==> config.mk <==
export PLATFORM = sky130hd
export DESIGN_NAME = uart_rx_frame
export DESIGN_NICKNAME = d
export VERILOG_FILES = /design/src/rtl/uart_pkg.sv /design/src/rtl/sync2.sv /design/src/rtl/uart_rx_frame.sv
export SDC_FILE = /design/constraint.sdc
export NUM_CORES = 1
export LEC_CHECK = 0
export CAP_MARGIN = 10
export CORE_ASPECT_RATIO = 0.7
export CORE_UTILIZATION = 40
export CTS_BUF_LIST = sky130_fd_sc_hd__clkbuf_8
export DETAILED_ROUTE_END_ITERATION = 8
export SYNTH_ARGS = -nofsm -noshare
export SYNTH_HDL_FRONTEND = slang
export SYNTH_SLANG_ARGS = --single-unit
==> constraint.sdc <==
create_clock -name CLOCK_50 -period 5.2 [get_ports CLOCK_50]
set_input_delay 1.04 -clock CLOCK_50 [delete_from_list [all_inputs] [get_ports CLOCK_50]]
set_output_delay 1.04 -clock CLOCK_50 [all_outputs]
set_load 0.01 [all_outputs]
==> src/rtl/uart_pkg.sv <==
// Shared UART definitions: receiver state encoding, baud constant and parity/width helpers.
// Pure declarations; no logic, latency or flow control.
package uart_pkg;

  localparam int BAUD_115200_CLKS = 434;

  typedef enum logic [2:0] {
    IDLE,
    START,
    DATA,
    PARITY,
    STOP,
    WAIT_IDLE
  } rx_state_t;

  // Never returns zero, so it can size counters and indices for small parameters.
  function automatic int clog2_safe(input int n);
    return (n <= 2) ? 1 : $clog2(n);
  endfunction

  // Parity bit a transmitter would send for this word (unused upper bits must be zero).
  function automatic logic par_calc(input logic [8:0] data, input logic odd);
    return (^data) ^ odd;
  endfunction

endpackage

==> src/rtl/sync2.sv <==
// Two-flop synchroniser for an idle-high asynchronous line; resets to 1.
// Latency 2 cycles; no flow control.
module sync2 (
  input  logic clk,
  input  logic rst_n,
  input  logic d,
  output logic q
);

  logic meta_q, meta_d;
  logic sync_q, sync_d;

  always_comb begin
    meta_d = d;
    sync_d = meta_q;
  end

  always_ff @(posedge clk) begin
    if (!rst_n) begin
      meta_q <= 1'b1;
      sync_q <= 1'b1;
    end else begin
      meta_q <= meta_d;
      sync_q <= sync_d;
    end
  end

  assign q = sync_q;

endmodule

==> src/rtl/uart_rx_frame.sv <==
// Serial frame receiver: mid-bit sampling, optional parity, 1-2 stop bits, one-cycle out_valid.
// Latency ~2 + CLKS_PER_BIT/2 + bits*CLKS_PER_BIT + 1 cycles from start edge; no backpressure, words are not held off.
module uart_rx_frame
  import uart_pkg::*;
#(
  parameter int CLKS_PER_BIT = BAUD_115200_CLKS,
  parameter int DATA_BITS    = 8,
  parameter int PARITY_EN    = 0,
  parameter int PARITY_ODD   = 0,
  parameter int STOP_BITS    = 1
) (
  input  logic                 CLOCK_50,
  input  logic                 reset_n,
  input  logic                 enable,
  input  logic                 inBit,
  output logic [DATA_BITS-1:0] out,
  output logic                 out_valid,
  output logic                 parity_err,
  output logic                 frame_err,
  output logic                 busy
);

  localparam int CNT_W = clog2_safe(CLKS_PER_BIT);
  localparam int IDX_W = clog2_safe(DATA_BITS);
  localparam logic [CNT_W-1:0] HALF_LAST = CNT_W'(CLKS_PER_BIT / 2 - 1);
  localparam logic [CNT_W-1:0] BIT_LAST  = CNT_W'(CLKS_PER_BIT - 1);
  localparam logic [IDX_W-1:0] DATA_LAST = IDX_W'(DATA_BITS - 1);
  localparam logic             STOP_LAST = (STOP_BITS == 2);
  localparam logic             ODD       = (PARITY_ODD != 0);
  localparam logic             HAS_PAR   = (PARITY_EN != 0);

  logic rx_s;

  sync2 u_sync (
    .clk  (CLOCK_50),
    .rst_n(reset_n),
    .d    (inBit),
    .q    (rx_s)
  );

  rx_state_t            state_q, state_d;
  logic [CNT_W-1:0]     cnt_q, cnt_d;
  logic [IDX_W-1:0]     idx_q, idx_d;
  logic                 stop_idx_q, stop_idx_d;
  logic [DATA_BITS-1:0] shreg_q, shreg_d;
  logic                 perr_q, perr_d;
  logic                 ferr_q, ferr_d;
  logic [DATA_BITS-1:0] out_q, out_d;
  logic                 out_valid_q, out_valid_d;
  logic                 parity_err_q, parity_err_d;
  logic                 frame_err_q, frame_err_d;
  logic [8:0]           par_word;
  logic                 ferr_now;

  always_comb begin
    par_word = '0;
    par_word[DATA_BITS-1:0] = shreg_q;
  end

  always_comb begin
    state_d      = state_q;
    cnt_d        = cnt_q;
    idx_d        = idx_q;
    stop_idx_d   = stop_idx_q;
    shreg_d      = shreg_q;
    perr_d       = perr_q;
    ferr_d       = ferr_q;
    out_d        = out_q;
    out_valid_d  = 1'b0;
    parity_err_d = parity_err_q;
    frame_err_d  = frame_err_q;
    ferr_now     = ferr_q | ~rx_s;

    unique case (state_q)
      IDLE: begin
        if (enable && !rx_s) begin
          state_d = START;
          cnt_d   = '0;
        end
      end
      START: begin
        if (cnt_q == HALF_LAST) begin
          cnt_d = '0;
          if (!rx_s) begin
            state_d = DATA;
            idx_d   = '0;
            shreg_d = '0;
            perr_d  = 1'b0;
            ferr_d  = 1'b0;
          end else begin
            state_d = IDLE;
          end
        end else begin
          cnt_d = cnt_q + CNT_W'(1);
        end
      end
      DATA: begin
        if (cnt_q == BIT_LAST) begin
          cnt_d          = '0;
          shreg_d[idx_q] = rx_s;
          if (idx_q == DATA_LAST) begin
            state_d    = HAS_PAR ? PARITY : STOP;
            stop_idx_d = 1'b0;
          end else begin
            idx_d = idx_q + IDX_W'(1);
          end
        end else begin
          cnt_d = cnt_q + CNT_W'(1);
        end
      end
      PARITY: begin
        if (cnt_q == BIT_LAST) begin
          cnt_d   = '0;
          perr_d  = (par_calc(par_word, ODD) != rx_s);
          state_d = STOP;
        end else begin
          cnt_d = cnt_q + CNT_W'(1);
        end
      end
      STOP: begin
        if (cnt_q == BIT_LAST) begin
          cnt_d  = '0;
          ferr_d = ferr_now;
          if (stop_idx_q == STOP_LAST) begin
            // Word is delivered even on error; a held-low line parks in WAIT_IDLE.
            out_d        = shreg_q;
            out_valid_d  = 1'b1;
            parity_err_d = perr_q;
            frame_err_d  = ferr_now;
            state_d      = ferr_now ? WAIT_IDLE : IDLE;
          end else begin
            stop_idx_d = 1'b1;
          end
        end else begin
          cnt_d = cnt_q + CNT_W'(1);
        end
      end
      WAIT_IDLE: begin
        if (rx_s) state_d = IDLE;
      end
      default: state_d = IDLE;
    endcase
  end

  always_ff @(posedge CLOCK_50) begin
    if (!reset_n) begin
      state_q      <= IDLE;
      cnt_q        <= '0;
      idx_q        <= '0;
      stop_idx_q   <= 1'b0;
      shreg_q      <= '0;
      perr_q       <= 1'b0;
      ferr_q       <= 1'b0;
      out_q        <= '0;
      out_valid_q  <= 1'b0;
      parity_err_q <= 1'b0;
      frame_err_q  <= 1'b0;
    end else begin
      state_q      <= state_d;
      cnt_q        <= cnt_d;
      idx_q        <= idx_d;
      stop_idx_q   <= stop_idx_d;
      shreg_q      <= shreg_d;
      perr_q       <= perr_d;
      ferr_q       <= ferr_d;
      out_q        <= out_d;
      out_valid_q  <= out_valid_d;
      parity_err_q <= parity_err_d;
      frame_err_q  <= frame_err_d;
    end
  end

  assign out        = out_q;
  assign out_valid  = out_valid_q;
  assign parity_err = parity_err_q;
  assign frame_err  = frame_err_q;
  assign busy       = (state_q != IDLE);

endmodule

* Word level (Yosys, flattened, before mapping) *
Index checks and enable logic that the tools add are counted.

word-level totals
  bits in registers = 39
  output and inout bits = 12
  word-level logic and storage cells = 99

operators by class
  add/subtract/negate cells = 2
  magnitude comparators = 2
  equal/unequal tests = 19
  multiplexer cells = 39
  bitwise logic cells = 3
  reductions and logical operators = 21

operator list
  operator             count
  $mux 3               13
  $mux 9               3
  $pmux 9 s3           1
  $mux 8               3
  $ne 2x2->1 const B   9
  $pmux 3 s6           1
  $pmux 8 s2           1
  $reduce_and 4->1     4
  $mux 1               10
  $add 9x1->9 const B  1
  $eq 3x3->1 const B   3
  $eq 9x8->1 const B   1
  $eq 9x9->1 const B   1
  $reduce_xor 9->1     1
  $bwmux 8             1
  $reduce_and 8->1     1
  $reduce_bool 2->1    4
  $eq 3x2->1 const B   2
  $pmux 1 s2           3
  $pmux 3 s2           1
  $reduce_and 3->1     2
  $reduce_bool 3->1    2
  $reduce_and 5->1     1
  $lt 3x4->1 const B   1
  14 further kinds     16

* Longest topological paths before layout *
Gate-level depths: netlist (run 1).

  depth after elaboration = 7
  gate-level depth with buffers = 8
  gate-level depth less buffers = 7

* Modules after synthesis *
Synthesis (run 1) repeated with hierarchy kept, for this count alone.

unflattened totals
  cells, all modules = 241
  area total of the unflattened synthesis = 2149.6 sq um

modules (own cells, without submodules)
  module         instances  cells an instance  area each (sq um)  seq. area each (sq um)
  uart_rx_frame  1          237                2097.0             720.7
  sync2          1          4                  52.6               40.0

* Least setup slack after synthesis (run 1) *
No wires, ideal clock.

  kind = input to register
  from = input enable
  to = register cnt_q[8]
  setup time = 0.071 ns
  data arrival time = 2.078 ns
  path slack = 3.051 ns
  stages = 4
  cells stage by stage = a2111oi_4 > or3_1 > or4_1 > a21oi_1

on the way
  cells in the longest elaborated chain, start to end = 3

ends and longest elaborated chain
  element                            line                  RTL
  start: declaration                 uart_rx_frame.sv:14   input logic enable,
  $logic_and 1x1->1                  uart_rx_frame.sv:76   if (enable && !rx_s) begin
  $ne 2x2->1 (no source line)        n/a
  $reduce_and 2->1 (no source line)  n/a
  end signal: assignment             uart_rx_frame.sv:160  cnt_q <= cnt_d;
  end: declaration                   uart_rx_frame.sv:42   logic [CNT_W-1:0] cnt_q, cnt_d;

Every way passes these cells.
A chain may end at the register's enable or synchronous reset.

* Worst setup path in the final report (run 1) *
  from = register state_q[1]
  to = output busy

on the way
  cells in the longest elaborated chain, start to end = 1

ends and longest elaborated chain
  element                   line                  RTL
  start: declaration        uart_rx_frame.sv:41   rx_state_t state_q, state_d;
  start signal: assignment  uart_rx_frame.sv:159  state_q <= state_d;
  $reduce_bool 3->1         uart_rx_frame.sv:177  assign busy = (state_q != IDLE);
  end: declaration          uart_rx_frame.sv:20   output logic busy

Every way passes these cells.

==> results of run 1 <==
## metrics by stage
step | hold slack (ns) | power [mW]
floorplan | 0.386 | 0.394
global placement | 0.388 | 0.416
detailed placement | 0.393 | 0.414
CTS | 0.412 | 0.608
global route | 0.433 | 0.631
finish | 0.409 | 0.601
## where the power goes
part | total, mW | switching [mW] | internal (mW)
registers | 0.312 | 0.0147 | 0.297
clock network | 0.193 | 0.103 | 0.0900
logic | 0.0966 | 0.0572 | 0.0393
## cells in the final DEF, fill, tap and decap left out, types with 3 or more instances in the layout
| cell type | n |
|---|---|
| nand2b_1 | 6 |
| or2_1 | 3 |
| a31oi_1 | 4 |
| dfxtp_1 | 38 |
| nand3_1 | 4 |
| o31ai_1 | 3 |
| nor3_1 | 4 |
| nand2_1 | 16 |
| nor2_1 | 32 |
| clkdlybuf4s50_1 | 15 |
| a21oi_1 | 9 |
| clkbuf_8 | 5 |
| o21ai_1 | 7 |
| ha_1 | 5 |
| or3_1 | 3 |
| xor2_1 | 3 |
| mux2i_1 | 9 |
| nor4_1 | 3 |
| xnor2_1 | 10 |
| o211ai_2 | 6 |
| o21ai_0 | 5 |
| inv_1 | 5 |
| o22ai_1 | 3 |
## metal layers
metal / part of all wire (%) / vias to the layer above
met5: 0 / -
met4: 0.88 / 0
met3: 8.2 / 5
met2: 36 / 58
met1: 55 / 698
li1: - / 802
## final timing paths
check                     start         to  slack (ns)  depth (start not counted)
setup / recovery     state_q[1]       busy        2.44                          2
hold / removal    u_sync.meta_q   u_sync.q        0.41                          1
setup reg to reg       cnt_q[0]  frame_err        2.77                          6
hold reg to reg   u_sync.meta_q   u_sync.q        0.41                          1
## worst reg2reg max path: cells and delay by family, from the launching register on
family,cells,cell delay (ns)
AND/OR/NAND/NOR,5,1.69
flip-flops,1,0.42
adder cells (fa/ha/maj),1,0.19
## cells by family after synthesis
kind of cell,Yosys count,share of synthesized area (%)
XOR/XNOR,14,6.80
AND/OR/NAND/NOR,86,21.8
multiplexers,10,5.05
adder cells (fa/ha/maj),5,3.12
buffers and inverters,20,5.18
AO/OA/AOI/OAI,49,20.1
flip-flops,38,37.9
## layout make-up
cell class	instances	area [um2]
clock buffer	5	68.8
clock inverter	2	10.0
fill	476	2560
inverter	7	26.3
multi-input combinational	164	1140
sequential	38	761
tap	69	86.3
timing repair buffer	15	150
## sequential cells by signal, indices dropped and copies added (netlist names)
| signal | cells |
|---|---|
| shreg_q | 8 |
| out_valid | 1 |
| idx_q | 3 |
| parity_err | 1 |
| out | 8 |
| u_sync.q | 1 |
| cnt_q | 9 |
| state_q | 3 |
| perr_q | 1 |
| ferr_q | 1 |
| u_sync.meta_q | 1 |
| frame_err | 1 |
==> results.yml, run 1 <==
route:
  first_iter_violations: 152
  drc_errors: 0
  vias_per_cell: 5.21
  antenna_left: 0
  vias: 1563
  drt-total-wl_mm: 4.11
  routedWlPerCell_um: 13.7
  first_pass_iters: 4
placed_design:
  placed_cells: 293
  pre_cts_slack_ns: 2.25
  portBuffers: 15
  dpl_cell_area_um2: 2160
  dp_hpwl_mm: 2.87
  place.gp.congestion: 0.867
setup_path:
  cp_slowest_stage_delay_ns: 0.70
  worstPathCellList: "or3_1 -> clkdlybuf4s50_1"
  cpMaxStageDelayCell: "dfxtp_1"
  required_ns: 4.16
  crit_fanout: 12
  start_kind: "flip-flop"
  path_delay_family: "flip-flops"
  worst_ep_arrival_time_ns: 1.72
  cp.buffers_inverters: 1
  crit_type: "reg -> out"
  endpoint_kind: "output port"
min_path:
  hp-class: "reg -> reg"
layout:
  finalInstanceArea_um2: 2240
  n_antenna_cell: 0
  fin_nets: 240
  stdcell_count: 300
  final_util_pct: 46.7
  area_growth_pct: 11.9
  drive_above_1_share_pct: 9.09
timing:
  setup_viol: 0
  setup_slack_ns: 2.44
  fin_skew_ns: 0.00550
  setup_tns_ns: 0
  hold_viol_final: 0
  timing.fmax_mhz: 363
  fin_crit_sh_pct: 53.0
  fin_crit_ns: 2.76
  max_slew_margin_pct: 42.5
  slew_viol_final: 0
  rsz0062_at_grt: "no"
  worst_pin_slew_ns: 0.859
run:
  drv_cap: 0
die:
  dieWidth_um: 86.6
  rows: 21
  die_h_um: 61.2
  start_util_pct: 41.7
  coreArea_um2: 4810
  ioPinCount: 16
  dieArea_um2: 5310
global_routing:
  grtUsageMet3_pct: 4.56
  grt-ovfl-total: 0
  grt_pass1_vias: 1383
  antenna_found_initial: 0
  grt_use_total_pct: 17.3
  met1_usage_pct: 27.4
  grt_first_pass_wirelength_mm: 6.88
  top_usage_layer: "met1"
  grt_max_degree: 21
  met2_usage_pct: 21.9
clock_tree:
  clockRootBuffer: "clkbuf_8"
  path_clk_slew_ns: 0.07
  ctsResizeCount: 0
  cts_made_buffers: 5
  cts_setup_buffers: 0
  clk_latency_ns: 0.29
  htreeDepth: 2
  clock-sinks: 38
  cts_buffer_depth: 2
  ctsHoldBuffers: 0
  cts_tree: "built"
power:
  leakage_nw: 0.813
  powerDensity_nw_per_um2: 268
  peakVddDrop_uv: 172
logic_synthesis:
  synth_flop_cell: "dfxtp_1"
  synth_largest_area_cell: "dfxtp_1"
  synthTopCellsByArea: "dfxtp_1 38%, nor2_1 6.0%, mux2i_1 4.5%"
  syn_nets: 231
  ys_ff_latch: 38
  synth_edf_count: 0
  yosysUniqueCellTypes: 51
  synth.top_cell.area_share_pct: 37.9
  synth_area_um2: 2010
  ys_seq_area_share_pct: 37.9
  synth.avg_cell_area_um2: 9.03
  synth_most_common_cell: "dfxtp_1"
  yosys-top-cells-count: "38 x dfxtp_1, 32 x nor2_1, 16 x nand2_1, 10 x xnor2_1"
  synth_warnings: 0
  synthArstFlopShare_pct: 0
  synthCells: 222
run_status:
  outcome: "complete, no violations"
No activity file was read; power rests on OpenSTA's default activity.
==> run 2, diff against run 1 <==
- clock period: 5.2 -> 2.3 ns (I/O delays scaled with it)
==> run 2 against run 1 <==
Effect of this change: sequential cell count is the same; power rose to 2.8 times the previous value; critical path type unchanged; design area is 8.4% higher; register-to-register slack lost 2.5 ns; highest routed layer unchanged; first-iteration DRC count is 1.3% higher; count of clock-buffer cells in the layout rose by 1; die area did not move.
==> results.yml, run 2 (same netlist as run 1, synthesis figures left out) <==
timing:
  hold_viol_final: 0
  setup_viol: 0
  fin_crit_ns: 2.21
  worst_pin_slew_ns: 0.664
  max_slew_margin_pct: 55.7
  rsz0062_at_grt: "no"
  slew_viol_final: 0
  setup_tns_ns: 0
  fin_crit_sh_pct: 96.0
  fin_skew_ns: 0.0106
  timing.fmax_mhz: 453
  setup_slack_ns: 0.0910
setup_path:
  cpMaxStageDelayCell: "clkdlybuf4s50_1"
  crit_fanout: 10
  required_ns: 1.84
  worstPathCellList: "buf_4 -> or3_1 -> clkdlybuf4s50_1"
  start_kind: "flip-flop"
  path_delay_family: "buffers and inverters"
  cp.buffers_inverters: 2
  cp_slowest_stage_delay_ns: 0.49
  endpoint_kind: "output port"
  worst_ep_arrival_time_ns: 1.75
  crit_type: "reg -> out"
power:
  powerDensity_nw_per_um2: 693
  comb_power_share_pct: 17.5
  p_sw_mw: 0.416
  internal_power_mw: 1.27
  p_seq_share_pct: 40.6
  peakVddDrop_uv: 445
  pwr-share-clk_pct: 41.9
  leakage_nw: 0.924
  swShare_pct: 24.7
clock_tree:
  cts_made_buffers: 5
  cts_tree: "built"
  clock-sinks: 38
  path_clk_slew_ns: 0.08
  cts_setup_buffers: 0
  clockRootBuffer: "clkbuf_8"
  cts_buffer_depth: 2
  htreeDepth: 2
  clk_latency_ns: 0.30
layout:
  area_growth_pct: 21.2
  n_antenna_cell: 0
  fillCellCount: 462
  final_util_pct: 50.6
  final_common_cell: "dfxtp_1"
  regMostFlops: "cnt_q"
  largest_register_ffs: 9
  drive_above_1_share_pct: 16.1
  fin_nets: 256
  final_cell_mix: "37 x dfxtp_1, 32 x nor2_1, 16 x nand2_1, 16 x buf_4, 15 x clkdlybuf4s50_1"
  seq_area_um2: 762
  multi_input_area_um2: 1140
placed_design:
  pre_cts_slack_ns: 0.0799
  portBuffers: 15
  dp_hpwl_mm: 3.11
  place.gp.congestion: 0.856
global_routing:
  antenna_found_initial: 0
  grt_first_pass_wirelength_mm: 7.25
  grt_use_total_pct: 18.8
  grt_max_degree: 16
  grt-ovfl-total: 0
  grt_pass1_vias: 1430
run:
  drv_cap: 0
die:
  dieArea_um2: 5310
  rows: 21
  dieWidth_um: 86.6
  coreArea_um2: 4810
  ioPinCount: 16
  start_util_pct: 41.7
  die_h_um: 61.2
route:
  antenna_left: 0
  vias: 1607
  routedWlPerCell_um: 13.4
  drc_errors: 0
  first_pass_iters: 4
  drt-total-wl_mm: 4.26
  vias_per_cell: 5.07
  first_iter_violations: 154
run_status:
  outcome: "complete, no violations"
min_path:
  hp-class: "reg -> reg"
==> run 2: changes by cell type in the layout (fill, tap and decap cells not counted), sizes merged <==
cell	change
bufinv	+2
buf	+16
clkbuf	+1
clkinv	-2
==> run 2: what timing repair did <==
action	in CTS	in global routing
hold buffers	0	0
endpoints found under the setup margin	1	1
cloned	0	0
resized for setup	1	1
==> run 2: layout make-up <==
cell class | instances | share of cell area (%)
Clock buffer | 6 | 3.40
Clock inverter | 2 | 2.47
Inverter | 7 | 1.08
Multi-Input combinational cell | 164 | 47.0
Sequential cell | 38 | 31.3
Tap cell | 69 | 3.55
Timing Repair Buffer | 31 | 11.1
==> run 2: metrics by stage <==
stage	area (um2)	std cells	total power, mW	hold slack, ns
after global placement	2280	309	0.992	0.393
after global routing	2430	317	1.78	0.451
after floorplan	2010	222	0.892	0.386
after CTS	2430	317	1.70	0.428
final	2430	317	1.68	0.424
after detailed placement	2280	309	0.990	0.410
==> run 2: layer usage <==
layer | vias up | global-route usage (%) | part of all wire, %
met4 | 0 | 8.57 | 1.8
li1 | 842 | - | -
met3 | 6 | 6.30 | 7.8
met2 | 56 | 23.8 | 37
met1 | 703 | 28.2 | 54
met5 | - | 0 | 0
==> run 2: path summary, 6_finish.rpt <==
kind / start / endpoint / slack (ns) / depth (start not counted)
hold reg to reg: u_sync.meta_q / u_sync.q / 0.42 / 1
hold / removal: u_sync.meta_q / u_sync.q / 0.42 / 1
setup / recovery: state_q[2] / busy / 0.09 / 3
setup reg to reg: cnt_q[0] / idx_q[0] / 0.28 / 8
==> run 2: worst register-to-register path, cell delays in order, from the launching register on <==
cell and delay [ns]:
dfxtp_1 0.33, inv_1 0.04, ha_1 0.19, nor4b_1 0.15
buf_4 0.15, a2111oi_4 0.47, or2_4 0.29, a21oi_2 0.07
a211oi_1 0.24
==> run 2: power by group through the flow <==
stage / logic (mW) / registers (mW) / clock network [mW]
floorplan: 0.194 / 0.698 / 0
global placement: 0.295 / 0.698 / 0
detailed placement: 0.292 / 0.698 / 0
CTS: 0.294 / 0.683 / 0.723
global route: 0.324 / 0.685 / 0.765
finish: 0.295 / 0.683 / 0.706
==> run 3, diff against run 2 <==
- clock period: 2.3 -> 2.48 ns (I/O delays scaled with it)
==> run 3 against run 2 <==
Effect of this change: sequential cell count unchanged; core utilization decreased by 0.86 points; worst setup slack improved by 0.17 ns; wire length decreased by 0.21%; largest cell class unchanged; clock power decreased by 7.4%; sequential share of layout area increased by 0.49 points; die area unchanged; power decreased by 9.1%; clock skew decreased by 0.0059 ns; first-iteration DRC count decreased by 31%; non-clock buffer count decreased by 5; critical path depth unchanged.
==> results.yml, run 3 (same netlist as run 1, synthesis figures left out) <==
run_status:
  outcome: "complete, no violations"
die:
  dieWidth_um: 86.6
  rows: 21
  coreArea_um2: 4810
  start_util_pct: 41.7
  ioPinCount: 16
  die_h_um: 61.2
  dieArea_um2: 5310
placed_design:
  portBuffers: 15
  pre_cts_slack_ns: 0.215
  dp_hpwl_mm: 3.08
  place.gp.congestion: 0.778
  placed_cells: 304
setup_path:
  path_delay_family: "buffers and inverters"
  cp.buffers_inverters: 2
  cp_slowest_stage_delay_ns: 0.48
  crit_fanout: 10
  required_ns: 1.98
  worst_ep_arrival_time_ns: 1.72
  endpoint_kind: "output port"
  worstPathCellList: "buf_4 -> or3_1 -> clkdlybuf4s50_1"
  start_kind: "flip-flop"
  crit_type: "reg -> out"
  cpMaxStageDelayCell: "clkdlybuf4s50_1"
power:
  powerDensity_nw_per_um2: 640
  peakVddDrop_uv: 405
  leakage_nw: 0.897
  power_mw: 1.53
timing:
  setup_viol: 0
  setup_tns_ns: 0
  slew_viol_final: 0
  fin_crit_ns: 2.22
  rsz0062_at_grt: "no"
  fin_crit_sh_pct: 89.4
  worst_pin_slew_ns: 0.644
  max_slew_margin_pct: 57.1
  hold_viol_final: 0
  fin_skew_ns: 0.00468
  timing.fmax_mhz: 451
  setup_slack_ns: 0.263
route:
  routedWlPerCell_um: 13.6
  first_pass_iters: 4
  drc_errors: 0
  vias: 1582
  antenna_left: 0
  first_iter_violations: 106
  drt-total-wl_mm: 4.25
  vias_per_cell: 5.07
clock_tree:
  ctsResizeCount: 0
  htreeDepth: 2
  cts_setup_buffers: 0
  cts_buffer_depth: 2
  cts_tree: "built"
  clk_latency_ns: 0.28
  clockRootBuffer: "clkbuf_8"
  cts_made_buffers: 5
  ctsHoldBuffers: 0
  path_clk_slew_ns: 0.08
  clock-sinks: 38
global_routing:
  grt_use_total_pct: 17.7
  grt_first_pass_wirelength_mm: 7.11
  grt_pass1_vias: 1385
  antenna_found_initial: 0
  grt_max_degree: 16
  grt-ovfl-total: 0
run:
  drv_cap: 0
layout:
  stdcell_count: 312
  final_common_cell: "dfxtp_1"
  fin_nets: 251
  area_growth_pct: 19.2
  drive_above_1_share_pct: 13.6
  regMostFlops: "cnt_q"
  fillCellCount: 452
  largest_register_ffs: 9
  final_cell_mix: "38 x dfxtp_1, 32 x nor2_1, 16 x nand2_1"
  n_antenna_cell: 0
  final_util_pct: 49.7
min_path:
  hp-class: "reg -> reg"
-- run 3: changes by cell type in the layout (fill, tap and decap cells not counted) --
cell     previous run  this run
buf_4              16        11
dfxtp_1            37        38
dfxtp_2             1         0
or2_1               2         3
or2_4               1         0
-- run 3: final timing paths --
check	cells after the start	from	slack [ns]	endpoint
setup / recovery	3	state_q[2]	0.26	busy
hold / removal	1	u_sync.meta_q	0.41	u_sync.q
setup reg to reg	7	cnt_q[1]	0.29	idx_q[0]
hold reg to reg	1	u_sync.meta_q	0.41	u_sync.q
-- run 3: report_power, final --
part | switching, mW | internal [mW] | total (mW)
clock | 0.224 | 0.429 | 0.654
sequential | 0.0104 | 0.623 | 0.634
combinational | 0.141 | 0.102 | 0.243
-- run 3: final cells by class --
cell class | count | area, um2 | share of cell area (%)
inverters | 7 | 26.3 | 1.10
flip-flops and latches | 38 | 761 | 31.8
well taps | 69 | 86.3 | 3.61
repair buffers | 26 | 233 | 9.74
clock inverters | 2 | 60.1 | 2.51
clock buffers | 6 | 82.6 | 3.46
multi-input cells | 164 | 1140 | 47.7
-- run 3: routing by layer --
metal / vias to the layer above / share of wire [%] / GRT usage [%]
li1: 823 / - / -
met2: 41 / 38 / 23.7
met4: 0 / 0.33 / 3.57
met3: 2 / 6.0 / 4.56
met5: - / 0 / 0
met1: 716 / 56 / 28.0
-- run 3: stage by stage --
| stage | instance area, um2 | hold slack, ns |
|---|---|---|
| global route | 2390 | 0.434 |
| CTS | 2390 | 0.420 |
| global placement | 2250 | 0.389 |
| floorplan | 2010 | 0.386 |
| detailed placement | 2250 | 0.396 |
| finish | 2390 | 0.415 |
